$ cat config.mk
export PLATFORM = sky130hd
export DESIGN_NAME = lh_hdecim3
export DESIGN_NICKNAME = d
export VERILOG_FILES = /design/src/rtl/lh_hdecim3.sv
export SDC_FILE = /design/constraint.sdc
export NUM_CORES = 1
export LEC_CHECK = 0
export CAP_MARGIN = 10
export CORE_MARGIN = 2
export CORE_UTILIZATION = 58
export DETAILED_ROUTE_END_ITERATION = 7
export DONT_BUFFER_PORTS = 1
export PLACE_DENSITY = 0.74
export SLEW_MARGIN = 0
export SYNTH_ARGS = -nofsm -noshare
export SYNTH_HDL_FRONTEND = slang
export SYNTH_SLANG_ARGS = --single-unit
$ cat constraint.sdc
create_clock -name CLK -period 3.4 [get_ports CLK]
set_input_delay 0.17 -clock CLK [delete_from_list [all_inputs] [get_ports CLK]]
set_output_delay 0.17 -clock CLK [all_outputs]
set_load 0.005 [all_outputs]
$ cat src/rtl/lh_hdecim3.sv
// lh_hdecim3 -- horizontal [1 2 1]/4 low-pass filter with decimate-by-2.
//
// Filters each raster row of LINE_W pixels with a binomial kernel. The left
// edge is replicated (x[-1] = x[0]). One output token is emitted for every
// second input pixel. Ports follow the RIPL DATA/COUNT/SEND/ACK/RDY token
// convention.
//
// Build option:
//   LH_HDECIM3_ROUND_EN  defined   -> round half up (adds 2 before the >>2)
//                        undefined -> truncate
//
// Ports:
//   CLK         clock, rising edge
//   RESET       asynchronous active-low reset
//   In1_DATA    input pixel token
//   In1_COUNT   upstream token count (ignored)
//   In1_SEND    input token valid
//   In1_ACK     combinational accept of the current In1 token
//   Out1_DATA   filtered, decimated pixel (registered, held between outputs)
//   Out1_COUNT  constant 1
//   Out1_SEND   one-cycle pulse marking a valid output token
//   Out1_ACK    reserved (unused)
//   Out1_RDY    downstream can take a token; sampled only on odd-pixel accept
//
// State  | meaning
// FIRST  | waiting for x[0] of a row; seeds the replicated left edge
// EVEN   | waiting for x[2k], k >= 1
// ODD    | waiting for x[2k+1]; accepting it produces y[k]

module lh_hdecim3 #(
  parameter int DATA_W = 16,
  parameter int LINE_W = 64
) (
  input  logic              CLK,
  input  logic              RESET,
  input  logic [DATA_W-1:0] In1_DATA,
  input  logic [15:0]       In1_COUNT,
  input  logic              In1_SEND,
  output logic              In1_ACK,
  output logic [DATA_W-1:0] Out1_DATA,
  output logic [15:0]       Out1_COUNT,
  output logic              Out1_SEND,
  input  logic              Out1_ACK,
  input  logic              Out1_RDY
);

  localparam int               COL_W    = (LINE_W > 1) ? $clog2(LINE_W) : 1;
  localparam logic [COL_W-1:0] COL_LAST = COL_W'(LINE_W - 1);
  localparam int               SUM_W    = DATA_W + 2;

`ifdef LH_HDECIM3_ROUND_EN
  localparam logic [SUM_W-1:0] RND = SUM_W'(2);
`else
  localparam logic [SUM_W-1:0] RND = '0;
`endif

  typedef enum logic [1:0] {
    ST_FIRST = 2'd0,
    ST_EVEN  = 2'd1,
    ST_ODD   = 2'd2
  } state_t;

  state_t            state_q, state_d;
  logic [COL_W-1:0]  col_q, col_d;
  logic [DATA_W-1:0] prev_q, prev_d;
  logic [DATA_W-1:0] ctr_q, ctr_d;
  logic [DATA_W-1:0] out_data_q, out_data_d;
  logic              out_send_q, out_send_d;
  logic              ack;
  logic [SUM_W-1:0]  sum;
  logic              unused_ok;

  // prev holds x[2k-1] (or x[0] at the row start), ctr holds x[2k], and the
  // incoming odd pixel supplies x[2k+1]. Max sum is 4*(2^DATA_W-1)+2, which
  // fits in DATA_W+2 bits.
  assign sum = {2'b00, prev_q} + {1'b0, ctr_q, 1'b0} + {2'b00, In1_DATA} + RND;

  assign unused_ok = ^{In1_COUNT, Out1_ACK, sum[1:0]};

  always_comb begin
    state_d    = state_q;
    col_d      = col_q;
    prev_d     = prev_q;
    ctr_d      = ctr_q;
    out_data_d = out_data_q;
    out_send_d = 1'b0;
    ack        = 1'b0;

    case (state_q)
      ST_FIRST: begin
        ack = In1_SEND;
        if (ack) begin
          prev_d  = In1_DATA;
          ctr_d   = In1_DATA;
          col_d   = col_q + 1'b1;
          state_d = ST_ODD;
        end
      end
      ST_EVEN: begin
        ack = In1_SEND;
        if (ack) begin
          ctr_d   = In1_DATA;
          col_d   = col_q + 1'b1;
          state_d = ST_ODD;
        end
      end
      ST_ODD: begin
        // Downstream readiness gates only the pixel that produces an output.
        ack = In1_SEND & Out1_RDY;
        if (ack) begin
          out_data_d = sum[SUM_W-1:2];
          out_send_d = 1'b1;
          prev_d     = In1_DATA;
          if (col_q == COL_LAST) begin
            col_d   = '0;
            state_d = ST_FIRST;
          end else begin
            col_d   = col_q + 1'b1;
            state_d = ST_EVEN;
          end
        end
      end
      default: begin
        state_d = ST_FIRST;
        col_d   = '0;
      end
    endcase
  end

  always_ff @(posedge CLK or negedge RESET) begin
    if (!RESET) begin
      state_q    <= ST_FIRST;
      col_q      <= '0;
      prev_q     <= '0;
      ctr_q      <= '0;
      out_data_q <= '0;
      out_send_q <= 1'b0;
    end else begin
      state_q    <= state_d;
      col_q      <= col_d;
      prev_q     <= prev_d;
      ctr_q      <= ctr_d;
      out_data_q <= out_data_d;
      out_send_q <= out_send_d;
    end
  end

  // No token may be consumed while the actor is held in reset.
  assign In1_ACK    = ack & RESET;
  assign Out1_DATA  = out_data_q;
  assign Out1_SEND  = out_send_q;
  assign Out1_COUNT = 16'h0001;

endmodule

# Word-level counts from Yosys, hierarchy flattened
# Cells that the tools add are included.
word_totals:
  wordCells: 38
  mem_bits_rw: 0
  n_memories: 0
  mem_bits_ro: 0
  latch_bits: 0
  register_bits: 57
  out_inout_bits: 34
op_classes:
  n_mul: 0
  addsub: 3
  shift: 0
  reduce_logical: 7
  div_mod_pow: 0
  order_cmp: 0
  mux: 14
  n_eq_ne: 6
  n_bitwise: 2
op_table:
  columns: ["cell", "count"]
  rows:
  - ["$mux W16", 2]
  - ["$pmux W16 S2", 1]
  - ["$add A16 B17 Y18", 1]
  - ["$add A18 B16 Y18", 1]
  - ["$mux W6", 3]
  - ["$pmux W6 S2", 1]
  - ["$add A6 B1 Y6 const B", 1]
  - ["$eq A6 B6 Y1 const B", 1]
  - ["$reduce_and A2 Y1", 3]
  - ["$mux W2", 2]
  - ["$ne A2 B2 Y1 const B", 2]
  - ["$pmux W2 S2", 1]
  - ["$mux W1", 3]
  - ["$reduce_and A3 Y1", 1]
  - ["$and A1 B1 Y1", 2]
  - ["$eq A2 B1 Y1 const B", 1]
  - ["$eq A2 B2 Y1 const B", 1]
  - ["$logic_not A2 Y1", 1]
  - ["$ne A2 B1 Y1 const B", 1]
  - ["$pmux W1 S2", 1]
  - ["$reduce_bool A2 Y1", 1]
  - ["$reduce_or A2 Y1", 1]

# Longest topological paths before layout
# Gate-level depths: netlist of run 1.
logic_depth:
  depth_word: 4
  mapped_depth: 10
  mapped_depth_nobuf: 10

# Worst setup path before layout of run 1
# No wires, ideal clock.
synth_path:
  path_kind: "reg-to-reg"
  from: "register prev_q[1]"
  to: "register out_data_q[15], in the netlist Out1_DATA[15]"
  path_buffers: 0
  slack_ps: 780
  arrival_ps: 2499
  stages_incl_launch_ff: 11
  cell_sequence: "dfrtp_1 > inv_1 > fa_1 > nand3b_1 > inv_1 > fa_1 > a21o_1 > a22o_1 > o311a_1 > o31a_1 > o22a_1"
synth_between:
  elab_chain_cells: 2
synth_lines:
  columns: ["item", "line_no", "text"]
  rows:
  - ["start, declared", "65", "logic [DATA_W-1:0] prev_q, prev_d;"]
  - ["start signal, assigned", "141", "prev_q <= prev_d;"]
  - ["$add A16 B17 Y18", "76", "assign sum = {2'b00, prev_q} + {1'b0, ctr_q, 1'b0} + {2'b00, In1_DATA} + RND;"]
  - ["$add A18 B16 Y18", "76", null]
  - ["end signal, assigned", "143", "out_data_q <= out_data_d;"]
  - ["end, declared", "67", "logic [DATA_W-1:0] out_data_q, out_data_d;"]
# Every way passes these cells.
# A chain may end at the register's enable or synchronous reset.

# Worst setup path in the final report of run 1
layout_path:
  from: "register prev_q[1]"
  to: "register out_data_q[13], in the netlist Out1_DATA[13]"
# The elaborated chain is that of the path after synthesis.

==> impl_metrics.toml, run 1 <==
[sta]
grt_setup_unrepaired = "no"
max-slew-margin-rel_pct = 43.2
fin_tns_setup_ns = 0
layout_min_cycle_time_ns = 2.86
hold_violations = 0
finalCritPeriodShare_pct = 84.2
fmax_mhz = 349
hold_slack_ns = 0.0381
layout_setup_ws_ns = 0.537
maxSlewViolCount = 0
tightest_slew_ns = 0.850
setup-violations-final = 0
finalClockSkew_ns = 0.00484

[logic_synthesis]
synth_cell_types = 55
synthArstFlopShare_pct = 100
avgSynthCellArea_um2 = 10.5
synth_cells = 341
synth_edf_count = 0
synth_seq_cells = 57
synth_area_um2 = 3580
yosysWarnings = 0
synth_ff_type = "dfrtp_1"
synth_seq_area_share_pct = 39.8

[run]
maxCapViolCount = 0

[floorplanning]
start_util_pct = 60.1
ios = 71
die_h_um = 82.6
coreArea_um2 = 5960
num_rows = 28
fp.dieW_um = 82.6
die-area_um2 = 6820

[routing]
routed_wl_mm = 7.02
dr.pass1.iters = 4
dr.first_iter.drc_count = 138
wl_per_cell_um = 16.2
vias = 2553
drc = 0
ant_nets = 0
vias_per_cell = 5.88

[placement]
io_buffers = 0
post-dp-hpwl_mm = 4.75
post-place-ws_ns = 0.545
placed_cells = 401
gp_congestion = 0.875

[worst_setup_path]
arrival_ns = 3.13
critPathMaxFanout = 4
r2r_slack_ns = 0.54
worstSetupPathType = "reg2reg"
cp-start-kind = "flip-flop"
end_kind = "flip-flop"
r2r_cells = 10
critPathBufInv = 2
critPathSlowestCell = "a221oi_1"
crit_family = "compound AO/OA/AOI/OAI gates"
max_stage_delay_ns = 0.55
timing.rr.start = "prev_q[1]"
cp_cell_sequence = "inv_1 > fa_1 > nand3b_1 > inv_1 > fa_1 > a21o_1 > a221oi_1 > nand4_1 > a21o_1 > nand3_1"
reg2reg_to = "Out1_DATA[13]"
cp.required_ns = 3.67

[worst_hold_path]
min_from = "Out1_RDY"
whs_path_depth = 3
hold_path.class = "in2reg"
hold_path_end = "state_q[1]"

[cts]
cts_buffers = 9
cts_max_level = 3
clk_path_buf_depth = 2
clk_latency_ns = 0.33
path_clk_slew_ns = 0.07
cts_tree = "built"
clock-root-buffer = "clkbuf_8"
cts_sinks = 57

[global_route]
grt_pass1_vias = 2455
gr-usage-all-layers_pct = 22.7
grt_pass1_wl_mm = 11.5
grt_overflow_total = 0
antenna_found_initial = 0
grt_max_degree = 58

[power]
p_leak_nw = 1.73
ir_drop_mv = 0.530
p_per_area_nw_per_um2 = 1190

[final_layout]
syn_to_final_growth_pct = 10.8
final_nets = 424
layout-drive-gt1-share_pct = 14.8
finalNonFillerCells = 434
n_antenna_cell = 0
final_util_pct = 66.6

[status]
status = "completed"
==> per-layer routing <==
layer,wire [um],GRT usage (%),vias up
li1,-,-,1212
met1,3250,32.5,1244
met2,3130,32.7,82
met3,489,5.11,15
met4,146,11.1,0
met5,0,0,-
==> worst min-delay path: cells and delay by family <==
kind	cells	cell delay (ns)
and+or+nand+nor	3	0.17
==> cells in the final DEF, fill, tap and decap left out, types with 4 or more instances in the layout <==
cell type | Yosys | final
a21oi_1 | 15 | 15
a21o_1 | 9 | 9
xnor2_1 | 7 | 7
dlygate4sd3_1 | 0 | 17
nand3b_1 | 5 | 5
conb_1 | 2 | 16
fa_1 | 16 | 16
nand3_1 | 12 | 12
ha_1 | 16 | 16
or3_1 | 5 | 5
o211ai_1 | 5 | 5
dfrtp_1 | 57 | 57
nor3b_1 | 6 | 6
inv_1 | 10 | 10
a31oi_1 | 4 | 4
nand2_1 | 30 | 30
o21ai_0 | 14 | 14
clkbuf_8 | 0 | 13
nor2_1 | 17 | 17
mux2_2 | 30 | 30
==> Yosys cell counts, types with 2 or more instances <==
master    count  share of area [%]
conb_1        2               0.21
buf_2         4               0.56
a21o_1        9                1.9
a211oi_1      3               0.63
and3_1        2               0.35
fa_1         16                8.9
o21a_1        3               0.63
buf_4        17                3.6
nand3_1      12                1.7
mux2i_1       2               0.56
o31ai_1       2               0.42
or2_2         2               0.35
xnor2_1       7                1.7
a21oi_1      15                2.1
dfrtp_1      57                 40
clkbuf_1      9               0.94
nand4_1       3               0.52
inv_1        10                1.0
mux2_2       30                9.4
ha_1         16                5.6
nor2_1       17                1.8
nand2_1      30                3.1
o21ai_0      14                2.0
nor3b_1       6                1.3
o21bai_1      2               0.42
xor2_1        3               0.73
or3_1         5               0.87
nor4_1        2               0.35
o211ai_1      5                1.0
nand3b_1      5                1.0
a31oi_1       4               0.70
nor4b_1       3               0.73
nor3_1        2               0.28
==> cells by family (layout without fill, tap and decap cells) <==
group                    after synthesis  in the layout  synth area share (%)
AND/OR/NAND/NOR                       93             93                  13.1
AO/OA/AOI/OAI                         72             72                  13.4
flip-flops                            57             57                  39.8
buffers and inverters                 43             47                  6.46
adder cells (fa/ha/maj)               32             32                  14.5
multiplexers                          32             32                  9.99
XOR/XNOR                              10             10                  2.45
other                                  2             16                 0.210
==> sequential cells by signal, indices dropped and copies added, names as in the netlist <==
signal / cells
prev_q: 16
Out1_DATA: 16
state_q: 2
ctr_q: 16
Out1_SEND: 1
col_q: 6
==> power breakdown <==
part | total, mW | internal, mW | switching (mW)
clock | 0.676 | 0.413 | 0.263
combinational | 2.82 | 1.23 | 1.60
sequential | 1.24 | 0.993 | 0.244
total | 4.74 | 2.63 | 2.10
==> area by class of cell <==
class / count / area (um^2)
Clock buffer: 13 / 179
Clock inverter: 2 / 35.0
Fill cell: 467 / 1990
Inverter: 12 / 45.0
Multi-Input combinational cell: 255 / 1980
Sequential cell: 57 / 1430
Tap cell: 75 / 93.8
Timing Repair Buffer: 20 / 213
==> worst max-delay path by stage <==
| stage | startpoint | to | cells past startpoint |
|---|---|---|---|
| finish | prev_q[1] | Out1_DATA[13] | 10 |
| global route | prev_q[1] | Out1_DATA[7] | 10 |
| CTS | prev_q[1] | Out1_DATA[13] | 10 |
| detailed placement | prev_q[1] | Out1_DATA[15] | 10 |
| global placement | prev_q[1] | Out1_DATA[15] | 10 |
| floorplan | prev_q[1] | Out1_DATA[15] | 10 |
==> through the flow <==
| stage | power [mW] | area, um^2 |
|---|---|---|
| after floorplan | 3.44 | 3630 |
| after global placement | 3.91 | 3560 |
| after detailed placement | 3.98 | 3560 |
| after CTS | 4.71 | 3970 |
| after global routing | 5.19 | 3970 |
| final | 4.74 | 3970 |
==> timing repair <==
item,4_1_cts,5_1_grt
resized for setup,0,0
hold buffers,18,0
buffers inserted,0,0
endpoints found under the hold margin,88,0
(Power assumes the default switching activity.)
==> run 2: changes to the inputs <==
- ABC_AREA: not set -> 1
- PLACE_DENSITY: 0.74 -> 0.76
- clock period: 3.4 -> 2.5 ns (I/O delays scaled with it)
==> impl_metrics.toml, run 2 <==
[final_layout]
finalNonFillerCells = 535
final_cell_mix = "135 x nand2_1, 59 x inv_1, 57 x dfrtp_1"
final_common_cell = "nand2_1"
syn_to_final_growth_pct = 9.54
final_nets = 524
fin_area_um2 = 3910
layout-drive-gt1-share_pct = 7.17
n_antenna_cell = 0

[routing]
wl_per_cell_um = 12.6
vias = 2706
dr.first_iter.drc_count = 129
drc = 0
dr.pass1.iters = 4
routed_wl_mm = 6.73
vias_per_cell = 5.06
ant_nets = 0

[floorplanning]
die-area_um2 = 6790
start_util_pct = 60.2
coreArea_um2 = 5920
die_h_um = 82.4
fp.dieW_um = 82.4
num_rows = 28
ios = 71

[sta]
hold_slack_ns = 0.0247
setup-violations-final = 0
hold_violations = 0
grt_setup_unrepaired = "no"
finalClockSkew_ns = 0.0120
fin_tns_setup_ns = 0
max-slew-margin-rel_pct = 45.7
maxSlewViolCount = 0
fmax_mhz = 453
layout_min_cycle_time_ns = 2.21
tightest_slew_ns = 0.814
finalCritPeriodShare_pct = 88.2

[run]
maxCapViolCount = 0

[global_route]
grt_overflow_total = 0
gr-usage-all-layers_pct = 22.8
grt_max_degree = 58
grt_pass1_wl_mm = 11.7
grt_pass1_vias = 2700
antenna_found_initial = 0

[logic_synthesis]
synth_cells = 436
synth_ff_type = "dfrtp_1"
synthTopCellsByArea = "dfrtp_1 40%, nand2_1 14%, fa_1 9.0%"
synth_cell_types = 30
yosysMostFrequentCell = "nand2_1"
yosys.area.top_type = "dfrtp_1"
synth_area_um2 = 3570
avgSynthCellArea_um2 = 8.18
synth_commonest_cells = "135 x nand2_1, 59 x inv_1, 57 x dfrtp_1"
synth_seq_area_share_pct = 40.0
synthArstFlopShare_pct = 100
synth_edf_count = 0
synth_top_cell_area_share_pct = 40.0
synth_seq_cells = 57
yosysWarnings = 0

[power]
cell_internal_pwr_mw = 3.26
total_power_mw = 6.35
p_per_area_nw_per_um2 = 1630
p_sw_mw = 3.08
power_frac_seq_pct = 26.2
p_clk_share_pct = 11.9
swShare_pct = 48.6
p_leak_nw = 2.07
pwr-share-comb_pct = 61.9
ir_drop_mv = 0.864

[worst_setup_path]
arrival_ns = 2.42
end_kind = "flip-flop"
cp-start-kind = "flip-flop"
cp.required_ns = 2.72
worstSetupPathType = "reg2reg"
critPathMaxFanout = 3

[cts]
cts_tree = "built"
cts_sinks = 57
cts_max_level = 3
clk_latency_ns = 0.34
cts_resized = 0
clock-root-buffer = "clkbuf_8"
cts_buffers = 9
clk_path_buf_depth = 2
hold_buffers = 18
cts_setup_buffers = 0
path_clk_slew_ns = 0.06

[placement]
post-dp-hpwl_mm = 4.80
io_buffers = 0
gp_congestion = 0.852
placed_cells = 501
place_area_um2 = 3530

[status]
status = "completed"

[worst_hold_path]
hold_path.class = "in2reg"
## run 2: final timing paths
kind                             start             to  cells past startpoint  slack [ns]
setup / recovery             prev_q[2]  Out1_DATA[13]                     10        0.29
hold / removal             In1_DATA[1]       ctr_q[1]                      2        0.02
setup reg to reg             prev_q[2]  Out1_DATA[13]                     10        0.29
hold reg to reg              prev_q[1]      prev_q[1]                      2        0.49
max in group asynchronous        RESET      prev_q[0]                      2        1.90
min in group asynchronous        RESET   Out1_DATA[5]                      2        0.36
## run 2: layout make-up
class	count	area, um^2
Fill cell	492	2010
Multi-Input combinational cell	305	1770
Sequential cell	57	1430
Inverter	63	236
Timing Repair Buffer	19	205
Clock buffer	13	159
Tap cell	75	93.8
Clock inverter	3	15.0
## run 2: power by group through the flow
stage / Clock (mW) / Sequential (mW) / Combinational, mW
after floorplan: 0 / 1.61 / 3.17
after global placement: 0 / 1.67 / 3.76
after detailed placement: 0 / 1.68 / 3.83
after CTS: 0.769 / 1.67 / 3.92
after global routing: 0.814 / 1.73 / 4.58
final: 0.754 / 1.67 / 3.93
## run 2: stage by stage
step / util [%] / worst slack, ns
2_1_floorplan: - / 0.462
3_3_place_gp: 59.7 / 0.327
3_5_place_dp: 59.7 / 0.298
4_1_cts: 66.0 / 0.280
5_1_grt: 66.0 / 0.134
6_report: 66.0 / 0.295
## run 2: cells by family (layout without fill, tap and decap cells)
group	after synthesis	after routing	synth area share [%]
compound gates	64	64	9.96
xor+xnor	7	7	1.72
fa+ha+maj	32	32	14.6
buf+inv	88	98	11.8
flops	57	57	40.0
mux	1	1	0.316
other cells	2	16	0.211
simple gates	185	185	21.4
## run 2: routing by layer
metal	global-route usage (%)	wire length (um)	share of wire, %
met5	0	0	0
met4	7.33	68	1.0
met3	6.96	480	7.1
met2	38.2	3070	46
met1	28.1	3110	46
## run 2: critical path, stage by stage, from the launching register on
cell and delay, ns:
dfrtp_1 0.39, fa_1 0.51, fa_1 0.48, nand2_1 0.08, nand2_1 0.08, nand3_1 0.07, nand3_1 0.12, nand2_1 0.11
nand3_1 0.08, nand3_1 0.11, nand2_1 0.05
==> run 3: changes to the inputs <==
- ABC_AREA: 1 -> 0
==> impl_metrics.toml, run 3 (synthesis gave the netlist of run 1 again) <==
[cts]
clock-root-buffer = "clkbuf_8"
clk_path_buf_depth = 2
cts_buffers = 9
path_clk_slew_ns = 0.06
cts_tree = "built"
clk_latency_ns = 0.35
cts_sinks = 57
cts_max_level = 3

[final_layout]
final_cell_mix = "57 x dfrtp_1, 30 x mux2_2, 30 x buf_4"
n_antenna_cell = 0
final_common_cell = "dfrtp_1"
fill_cells = 395
layout-drive-gt1-share_pct = 25.7
final_nets = 457
syn_to_final_growth_pct = 21.0

[worst_setup_path]
worstSetupPathType = "reg2reg"
cp-start-kind = "flip-flop"
end_kind = "flip-flop"
arrival_ns = 2.94
critPathBufInv = 2
max_stage_delay_ns = 0.51
critPathMaxFanout = 4
crit_family = "compound AO/OA/AOI/OAI gates"
cp.required_ns = 2.73
cp_cell_sequence = "inv_2 > fa_1 > nand3b_1 > inv_1 > fa_2 > a21o_1 > a22o_1 > o311a_4 > o31a_1 > o22a_1"
critPathSlowestCell = "fa_1"

[routing]
drc = 0
vias = 2723
vias_per_cell = 5.82
dr.pass1.iters = 4
ant_nets = 0
routed_wl_mm = 8.18
dr.first_iter.drc_count = 151
wl_per_cell_um = 17.5

[placement]
gp_congestion = 0.912
post-place-ws_ns = -0.164
post-dp-hpwl_mm = 5.32
io_buffers = 0

[status]
violations = "negative setup slack"
status = "complete, but fails checks"

[worst_hold_path]
hold_path.class = "in2reg"

[global_route]
grt_pass1_vias = 2685
gr-usage-all-layers_pct = 25.0
grt_overflow_total = 0
antenna_found_initial = 0
grt_pass1_wl_mm = 12.6
grt_max_degree = 58

[floorplanning]
die_h_um = 82.6
coreArea_um2 = 5960
num_rows = 28
ios = 71
die-area_um2 = 6820
fp.dieW_um = 82.6
start_util_pct = 60.1

[run]
maxCapViolCount = 0

[sta]
grt_setup_unrepaired = "yes"
maxSlewViolCount = 0
hold_slack_ns = 0.0219
fmax_mhz = 369
tightest_slew_ns = 0.837
layout_min_cycle_time_ns = 2.71
hold_violations = 0
finalCritPeriodShare_pct = 108
setup-violations-final = 7
finalClockSkew_ns = 0.00869
layout_setup_ws_ns = -0.208
max-slew-margin-rel_pct = 44.1
==> run 3: repair_timing <==
item / in CTS / in global routing
hold endpoints to repair: 90 / 0
pin swaps: 2 / 9
buffers inserted: 2 / 3
hold buffers: 21 / 0
gates resized for setup: 3 / 23
endpoints found under the setup margin: 8 / 9
==> run 3: final cells by class <==
type                            instances  area [um^2]  area share [%]
Clock buffer                           13          149            3.44
Clock inverter                          3         40.0           0.924
Inverter                               12         45.0            1.04
Multi-Input combinational cell        255         2100            48.5
Sequential cell                        57         1430            32.9
Tap cell                               75         93.8            2.17
Timing Repair Buffer                   53          475            11.0
==> run 3: path summary, 6_finish.rpt <==
check                             start       endpoint  slack, ns  cells after the start
hold reg to reg            Out1_DATA[0]   Out1_DATA[0]       0.50                      2
min in group asynchronous         RESET   Out1_DATA[9]       0.35                      2
max in group asynchronous         RESET      Out1_SEND       1.89                      2
setup reg to reg              prev_q[1]  Out1_DATA[15]      -0.21                     10
hold / removal                 In1_SEND     state_q[0]       0.02                      2
setup / recovery              prev_q[1]  Out1_DATA[15]      -0.21                     10
==> run 3: routing by layer <==
layer	vias up	track usage (%)	share of wire, %
met2	90	40.2	48
li1	1281	-	-
met3	13	7.07	6.3
met5	-	0	0
met1	1339	32.4	44
met4	0	9.02	1.6
==> run 3: metrics by stage <==
stage / TNS, ns / std cells / utilization (%) / area, um^2
after floorplan: -0.0290 / 355 / - / 3640
after global placement: -0.342 / 427 / 63.0 / 3750
after detailed placement: -0.619 / 427 / 63.0 / 3750
after CTS: -0.504 / 466 / 70.4 / 4190
after global routing: -1.79 / 468 / 72.8 / 4330
final: -0.864 / 468 / 72.8 / 4330
Power of run 3 is left out: the tool's default activity adds up to more than one toggle a clock period on the data nets, which glitch-free logic cannot reach.
